--- config.mk ---
export PLATFORM = sky130hd
export DESIGN_NAME = mem_port_arbiter
export DESIGN_NICKNAME = d
export VERILOG_FILES = /design/src/rtl/mem_port_arbiter.sv
export SDC_FILE = /design/constraint.sdc
export NUM_CORES = 1
export LEC_CHECK = 0
export ABC_AREA = 1
export BUFFER_PORTS_ARGS = -buffer_cell sky130_fd_sc_hd__buf_2
export CORE_UTILIZATION = 35
export DETAILED_ROUTE_END_ITERATION = 8
export GPL_TIMING_DRIVEN = 0
export HOLD_SLACK_MARGIN = 0.1
export PLACE_DENSITY = 0.6
export SLEW_MARGIN = 10
export SYNTH_ARGS = -nofsm -noshare
export SYNTH_HDL_FRONTEND = slang
export SYNTH_SLANG_ARGS = --single-unit
--- constraint.sdc ---
create_clock -name clock -period 2 [get_ports clock]
set_clock_uncertainty 0.1 [all_clocks]
set_input_delay 0.3 -clock clock [delete_from_list [all_inputs] [get_ports clock]]
set_output_delay 0.3 -clock clock [all_outputs]
set_load 0.01 [all_outputs]
--- src/rtl/mem_port_arbiter.sv ---
// Round-robin arbiter sharing one four-phase memory port between a CPU and a DMA requester.
// A watchdog completes (and sticky-flags) any access the memory never acknowledges.
module mem_port_arbiter #(
    parameter int AW      = 16,
    parameter int DW      = 16,
    parameter int TIMEOUT = 64
) (
    input  logic          clock,
    input  logic          reset,
    input  logic          cpu_en,
    input  logic          cpu_rw,
    input  logic [AW-1:0] cpu_addr,
    input  logic [DW-1:0] cpu_wdata,
    output logic [DW-1:0] cpu_rdata,
    output logic          cpu_mfc,
    input  logic          dma_en,
    input  logic          dma_rw,
    input  logic [AW-1:0] dma_addr,
    input  logic [DW-1:0] dma_wdata,
    output logic [DW-1:0] dma_rdata,
    output logic          dma_mfc,
    output logic          mem_enable,
    output logic          mem_rw,
    output logic [AW-1:0] mem_addr,
    output logic [DW-1:0] mem_wdata,
    input  logic [DW-1:0] mem_rdata,
    input  logic          mem_mfc,
    output logic          owner,
    output logic          timeout_err
);
    localparam int            CW       = $clog2(TIMEOUT);
    localparam logic [CW-1:0] CNT_LAST = CW'(TIMEOUT - 1);

    typedef enum logic [1:0] {IDLE, ACCESS, DONE} state_t;

    state_t        state_reg, state_next;
    logic          owner_reg, owner_next;
    logic          last_grant_reg, last_grant_next;
    logic          mem_enable_reg, mem_enable_next;
    logic          mem_rw_reg, mem_rw_next;
    logic [AW-1:0] mem_addr_reg, mem_addr_next;
    logic [DW-1:0] mem_wdata_reg, mem_wdata_next;
    logic [CW-1:0] cnt_reg, cnt_next;
    logic          timeout_err_reg, timeout_err_next;
    logic          mfc_reg [2];
    logic          mfc_next [2];
    logic [DW-1:0] rdata_reg [2];
    logic [DW-1:0] rdata_next [2];

    // Requester 0 is the CPU, requester 1 the DMA engine.
    logic [1:0]    req_en;
    logic [1:0]    req_rw;
    logic [AW-1:0] req_addr [2];
    logic [DW-1:0] req_wdata [2];
    logic          winner;

    assign req_en       = {dma_en, cpu_en};
    assign req_rw       = {dma_rw, cpu_rw};
    assign req_addr[0]  = cpu_addr;
    assign req_addr[1]  = dma_addr;
    assign req_wdata[0] = cpu_wdata;
    assign req_wdata[1] = dma_wdata;

    // On a tie the requester not served last wins; otherwise the lone requester wins.
    always_comb begin
        if (req_en == 2'b11) winner = ~last_grant_reg;
        else                 winner = req_en[1];
    end

    always_comb begin
        state_next       = state_reg;
        owner_next       = owner_reg;
        last_grant_next  = last_grant_reg;
        mem_enable_next  = mem_enable_reg;
        mem_rw_next      = mem_rw_reg;
        mem_addr_next    = mem_addr_reg;
        mem_wdata_next   = mem_wdata_reg;
        cnt_next         = cnt_reg;
        timeout_err_next = timeout_err_reg;
        for (int i = 0; i < 2; i++) begin
            mfc_next[i]   = mfc_reg[i];
            rdata_next[i] = rdata_reg[i];
        end
        unique case (state_reg)
            IDLE: begin
                if (|req_en) begin
                    mem_enable_next = 1'b1;
                    mem_rw_next     = req_rw[winner];
                    mem_addr_next   = req_addr[winner];
                    mem_wdata_next  = req_wdata[winner];
                    owner_next      = winner;
                    last_grant_next = winner;
                    cnt_next        = '0;
                    state_next      = ACCESS;
                end
            end
            ACCESS: begin
                if (mem_mfc) begin
                    rdata_next[owner_reg] = mem_rdata;
                    mfc_next[owner_reg]   = 1'b1;
                    mem_enable_next       = 1'b0;
                    state_next            = DONE;
                end else if (cnt_reg == CNT_LAST) begin
                    rdata_next[owner_reg] = '0;
                    mfc_next[owner_reg]   = 1'b1;
                    mem_enable_next       = 1'b0;
                    timeout_err_next      = 1'b1;
                    state_next            = DONE;
                end else begin
                    cnt_next = cnt_reg + 1'b1;
                end
            end
            DONE: begin
                // Both sides of the handshake must have released, which also absorbs a late mfc.
                if (!req_en[owner_reg] && !mem_mfc) begin
                    mfc_next[owner_reg] = 1'b0;
                    state_next          = IDLE;
                end
            end
            default: state_next = IDLE;
        endcase
    end

    always_ff @(posedge clock) begin
        if (reset) begin
            state_reg       <= IDLE;
            owner_reg       <= 1'b0;
            last_grant_reg  <= 1'b1;
            mem_enable_reg  <= 1'b0;
            mem_rw_reg      <= 1'b0;
            mem_addr_reg    <= '0;
            mem_wdata_reg   <= '0;
            cnt_reg         <= '0;
            timeout_err_reg <= 1'b0;
        end else begin
            state_reg       <= state_next;
            owner_reg       <= owner_next;
            last_grant_reg  <= last_grant_next;
            mem_enable_reg  <= mem_enable_next;
            mem_rw_reg      <= mem_rw_next;
            mem_addr_reg    <= mem_addr_next;
            mem_wdata_reg   <= mem_wdata_next;
            cnt_reg         <= cnt_next;
            timeout_err_reg <= timeout_err_next;
        end
    end

    genvar gi;
    generate
        for (gi = 0; gi < 2; gi++) begin : g_req
            always_ff @(posedge clock) begin
                if (reset) begin
                    mfc_reg[gi]   <= 1'b0;
                    rdata_reg[gi] <= '0;
                end else begin
                    mfc_reg[gi]   <= mfc_next[gi];
                    rdata_reg[gi] <= rdata_next[gi];
                end
            end
        end
    endgenerate

    assign cpu_mfc     = mfc_reg[0];
    assign dma_mfc     = mfc_reg[1];
    assign cpu_rdata   = rdata_reg[0];
    assign dma_rdata   = rdata_reg[1];
    assign mem_enable  = mem_enable_reg;
    assign mem_rw      = mem_rw_reg;
    assign mem_addr    = mem_addr_reg;
    assign mem_wdata   = mem_wdata_reg;
    assign owner       = owner_reg;
    assign timeout_err = timeout_err_reg;
endmodule

After elaboration in Yosys (flattened, before gate mapping)
Memory sizes are Yosys's and may differ from the RTL's.
Cells that the tools add are included.
Cells by class
  $add $sub $neg: 1
  $lt $le $gt $ge: 5
  equal/unequal tests: 9
  mux-type cells: 43
  bitwise operators: 13
  reductions and logical operators: 12
Operator list (count)
  16-bit two-way mux: 9
  32-bit two-way mux: 3
  32-bit bitwise AND: 1
  32-bit bitwise mux: 1
  32-bit NOT: 1
  6-bit two-way mux: 3
  16-bit demux with 1-bit select: 1
  1-bit two-way mux: 14
  2-bit two-way mux: 7
  6-bit case mux with 2 select lines: 1
  3-bit AND reduction: 3
  2-bit inequality test (second input constant): 4
  6-bit by 1-bit adder with 6-bit output (second input constant): 1
  6-bit equality test (second input constant): 1
  2-bit case mux with 3 select lines: 1
  2-bit equality test (second input constant): 2
  2-bit greater-or-equal comparator (second input constant): 2
  1-bit by 2-bit less-than comparator with 1-bit output (second input constant): 2
  1-bit NOT with 2-bit output: 2
  1-bit OR: 4
  2-bit case mux with 2 select lines: 1
  4-bit AND reduction: 1
  3-bit inequality test (second input constant): 1
  2-bit bitwise AND: 1
  13 further kinds: 16
Word-level totals
  flip-flop bits (word level): 45
  bits in writable memories: 34
  output and inout bits: 70
  memories kept: 2
Memories
  rdata_reg: depth 2, width 16, rd ports 2, clocked after memory_dff 0, wr ports 2, line 47  | logic [DW-1:0] rdata_reg [2];
  mfc_reg: depth 2, width 1, rd ports 2, clocked after memory_dff 0, wr ports 2, line 45  | logic mfc_reg [2];

Logic depth before layout (Yosys ltp)
  depth after elaboration: 11
  depth in mapped cells: 8
  gate-level depth less buffers: 8

Least setup slack after synthesis
Ideal clock, no wire load.
  kind: register -> register
  start: reg cnt_reg[0]
  end: mem rdata_reg[1][11]
  library setup time: 0.134 ns
  arrival: 1.261 ns
  slack: 0.505 ns
  cell stages (with the launch flop): 8
  path buffers: 1
  period minus slack after synthesis: 1.495 ns
  path through: dfxtp_1 -> ha_1 -> nand3_2 -> o21bai_4 -> nand3_4 -> buf_6 -> nand2_1 -> a21oi_1
RTL lines
  start, declared: line 43  | logic [CW-1:0] cnt_reg, cnt_next;
  start signal, assigned: line 143  | cnt_reg <= cnt_next;
  end, declared: line 47

Final worst setup path
  start: reg last_grant_reg
  end: reg owner_reg, in the netlist owner
Between the ends
  longest elaborated chain between the ends: 2
RTL lines
  start, declared: line 38  | logic last_grant_reg, last_grant_next;
  start signal, assigned: line 138  | last_grant_reg <= last_grant_next;
  1-bit NOT: line 66  | if (req_en == 2'b11) winner = ~last_grant_reg;
  1-bit two-way mux: line 66
  end signal, assigned: line 137  | owner_reg <= owner_next;
  end, declared: line 37  | logic owner_reg, owner_next;
Every way passes these cells.
A chain may end at the register's enable or synchronous reset.

==> results.md <==
- Result of the run: finished, final reports clean
- Post-route total power: 3570 uW
- First-pass GRT wire length: 16.7 mm
- CP Max Fanout: 10
- Diodes inserted: 0
- Number of flip-flops in the largest register: 32
- Setup crit end kind: flip-flop
- Instance count of the mapped netlist: 423
- Skew-Pair Late Insertion Delay: 0.34 ns
- Post-Layout Cell Count: 726
- Arrival time at the worst endpoint: 1.79 ns
- Pin count of the biggest net entering global routing: 16
- Fraction of layout cells with a size suffix above 1: 0.316
- Netlist Area Pre-Place: 3280 sq um
- Hold/Removal Path Class: in2reg
- Prevailing post-synth register cell: sky130_fd_sc_hd__dfxtp_1
- Clock buffer count from CTS: 9
- Endpoint required time on the critical path: 2.11 ns
- Slew Limit Fails: 0
- Top cell type by total area after synthesis: sky130_fd_sc_hd__dfxtp_1
- Master of the slowest instance on the critical path: sky130_fd_sc_hd__dfxtp_1
- CTS tree: done
- Die Wd: 98.8 um
- Number of buffers and inverters on the critical path: 2
- Kind of start point of the critical path: flip-flop
- Library cells used by synthesis: 25
- Total grt overflow: 0
- Relative slew slack: 0.635
- Shortest clock period the worst path allows after layout: 1.68 ns
- Top cells by area in the synthesized netlist: sky130_fd_sc_hd__dfxtp_1, sky130_fd_sc_hd__nand2_1, sky130_fd_sc_hd__a21oi_1
- Fraction of the mapped netlist area in simple logic gates: 0.256
- Routability congestion estimate from global placement: 0.796
- Final Cycle Share: 0.842
- Clock group share of total power: 0.306
- Full die area: 9750 sq um
- Worst vdd rail ir drop: 0.000291 V
- Worst path cell trace: nand2_1 > nand2_1 > clkinv_1 > clkbuf_1 > nand2_1 > a21oi_1
- Complex-gate fraction of the synthesized area: 0.190
- #FFs+latches synth: 79
- Via density per instance: 5.05
- GR Util All Layers: 0.214
- Placed cell count: 685
- Most instantiated library cell after synthesis: sky130_fd_sc_hd__nand2_1
- Resize count post-CTS: 0
- Crit path setup slack, layout: 0.316 ns
- Detail Route Antenna Nets: 0
- Area share of the largest cell type after synthesis: 0.483
- Port-buffer cells: 154
- Setup repair after global routing missed its margin: no
- Post-DR wirelength/cell: 14.0 um
- Static leakage: 0.00208 uW
- Post-synthesis area per instance: 7.75 sq um
- Sw Share: 0.314
- Top-level I/O count: 157
- Parity-gate share of the synthesized area counting xor and xnor cells: 0.00535
- Die span in y: 98.8 um
- # nets final: 701
- Maximum clock insertion buffer count: 2
- Total power density per cell area: 774 nW/um^2
- Transition time of the tightest slew-check pin: 0.548 ns
- Finish-stage setup viols: 0
- Yosys synthesis warning count: 0
- Core Rows: 34
- Area share of fa/ha/maj cells after synthesis: 0.00382
- TritonCTS Sinks: 79
- Net switching component of the power: 1120 uW
- Clock tree root buffer cell: sky130_fd_sc_hd__clkbuf_8
- Final Hold Slack: 0.110 ns
- Pint: 2450 uW
- Final number of hold-violating endpoints: 0
- Share of flip-flops with an asynchronous set or reset: 0
- CORE AREA: 8890 sq um
- Max Freq: 594 MHz
- Largest delay contributor family on the critical path: buffers and inverters
- Via count of the first global-routing pass: 3562
- Seq pwr share: 0.490
- Synth-to-layout area growth: 40.7%
- Number of hold-repair buffers added at the cts stage: 25
- Placement-stage worst setup slack: 0.248 ns
- Post-synthesis mux area share: 0
- Portion of the post-synthesis area used by sequential elements: 0.483
- Cell repeated most along the worst path: sky130_fd_sc_hd__nand2_1
- DRC violations left: 0
- Setup TNS: 0 ns
- Net count of the mapped netlist: 511
- Post-synth EDFFs: 0
- Number of optimization iterations in the first detailed-route pass: 4
- WS Path Type: reg2reg
- Number of DRC markers after the initial detailed-route iteration: 196
- Max-cap violation count: 0
- Number of H-tree branching levels: 3
- Hpwl dp: 7.56 mm
- Commonest cells in the synthesized netlist: sky130_fd_sc_hd__nand2_1, sky130_fd_sc_hd__dfxtp_1, sky130_fd_sc_hd__a21oi_1
- Register clock-pin slew on the reported worst setup and hold paths: 0.09 ns
- Antenna violations before repair: 0
- Vias post-DR: 3668
- Final routed wirelength across all metal layers: 10.2 mm
- Largest incremental delay on the critical path: 0.36 ns
- Power share of the combinational group: 0.204
- Post-CTS setup-driven buffer insertion count: 0
- Starting density of the core: 0.369
- Largest family of logic cells by synthesized area: simple AND/OR/NAND/NOR gates
==> power by group through the flow <==
stage | registers [uW] | logic [uW] | clock network [uW]
3_3_place_gp | 1790 | 688 | 0
3_5_place_dp | 1790 | 691 | 0
6_report | 1750 | 728 | 1090
4_1_cts | 1750 | 729 | 1130
2_1_floorplan | 1830 | 333 | 0
5_1_grt | 1770 | 810 | 1190
==> cell families (layout without fill, tap and decap cells) <==
logic type | count (synthesis) | count (layout)
adders and majority gates | 1 | 1
buffers and inverters | 45 | 240
DFF | 79 | 79
AOI/OAI and AO/OA | 112 | 112
and+or+nand+nor | 184 | 184
xor gates and xnor gates | 2 | 2
==> worst reg2reg max path, cell delays in order, from the launching register on <==
cell and delay, ns:
sky130_fd_sc_hd__dfxtp_1 0.36, sky130_fd_sc_hd__nand2_1 0.06, sky130_fd_sc_hd__nand2_1 0.23, sky130_fd_sc_hd__clkinv_1 0.25, sky130_fd_sc_hd__clkbuf_1 0.28, sky130_fd_sc_hd__nand2_1 0.18
sky130_fd_sc_hd__a21oi_1 0.08
==> stage by stage <==
step,util,instance area (sq um)
after floorplan,-,3280
after global placement,0.470,4180
after detailed placement,0.470,4180
after CTS,0.519,4610
after global routing,0.519,4610
final,0.519,4610
==> routing by layer <==
layer,up-vias,share of wire,routed length (um),track usage
li1,1844,-,-,-
met1,1656,0.44,4510,0.268
met2,148,0.46,4730,0.347
met3,20,0.070,717,0.0582
met4,0,0.022,223,0.0930
met5,-,0,0,0
==> final timing paths <==
check	from	end	slack, ns	depth (start not counted)
setup / recovery	last_grant_reg$_SDFFE_PP1P_	owner$_SDFFE_PP0P_	0.32	6
hold / removal	dma_wdata[0]	mem_wdata[0]$_SDFFE_PP0P_	0.11	3
hold reg to reg	rdata_reg[1][14]$_SDFFE_PP0P_	rdata_reg[1][14]$_SDFFE_PP0P_	0.36	2
setup reg to reg	last_grant_reg$_SDFFE_PP1P_	owner$_SDFFE_PP0P_	0.32	6
==> placed cells by master (no fill, tap or decap), types with 9 or more instances in the layout <==
cell type	instances
sky130_fd_sc_hd__clkbuf_8	9
sky130_fd_sc_hd__dfxtp_1	79
sky130_fd_sc_hd__a21oi_1	42
sky130_fd_sc_hd__dlygate4sd3_1	25
sky130_fd_sc_hd__o21ai_0	32
sky130_fd_sc_hd__a31oi_1	33
sky130_fd_sc_hd__nand2_1	127
sky130_fd_sc_hd__buf_2	166
sky130_fd_sc_hd__nor2_1	9
sky130_fd_sc_hd__nand3_1	9
sky130_fd_sc_hd__inv_1	10
sky130_fd_sc_hd__nand4_1	33
sky130_fd_sc_hd__clkbuf_1	17
==> final cells by class <==
cell class	count	area [sq um]
inverter	12	45.0
clock buffer	9	124
fill	874	4280
clock inverter	7	55.1
buffer	33	158
timing repair buffer	179	1020
tap	108	135
multi-input combinational	299	1490
sequential	79	1580
Power figures use the tool's default switching activity.
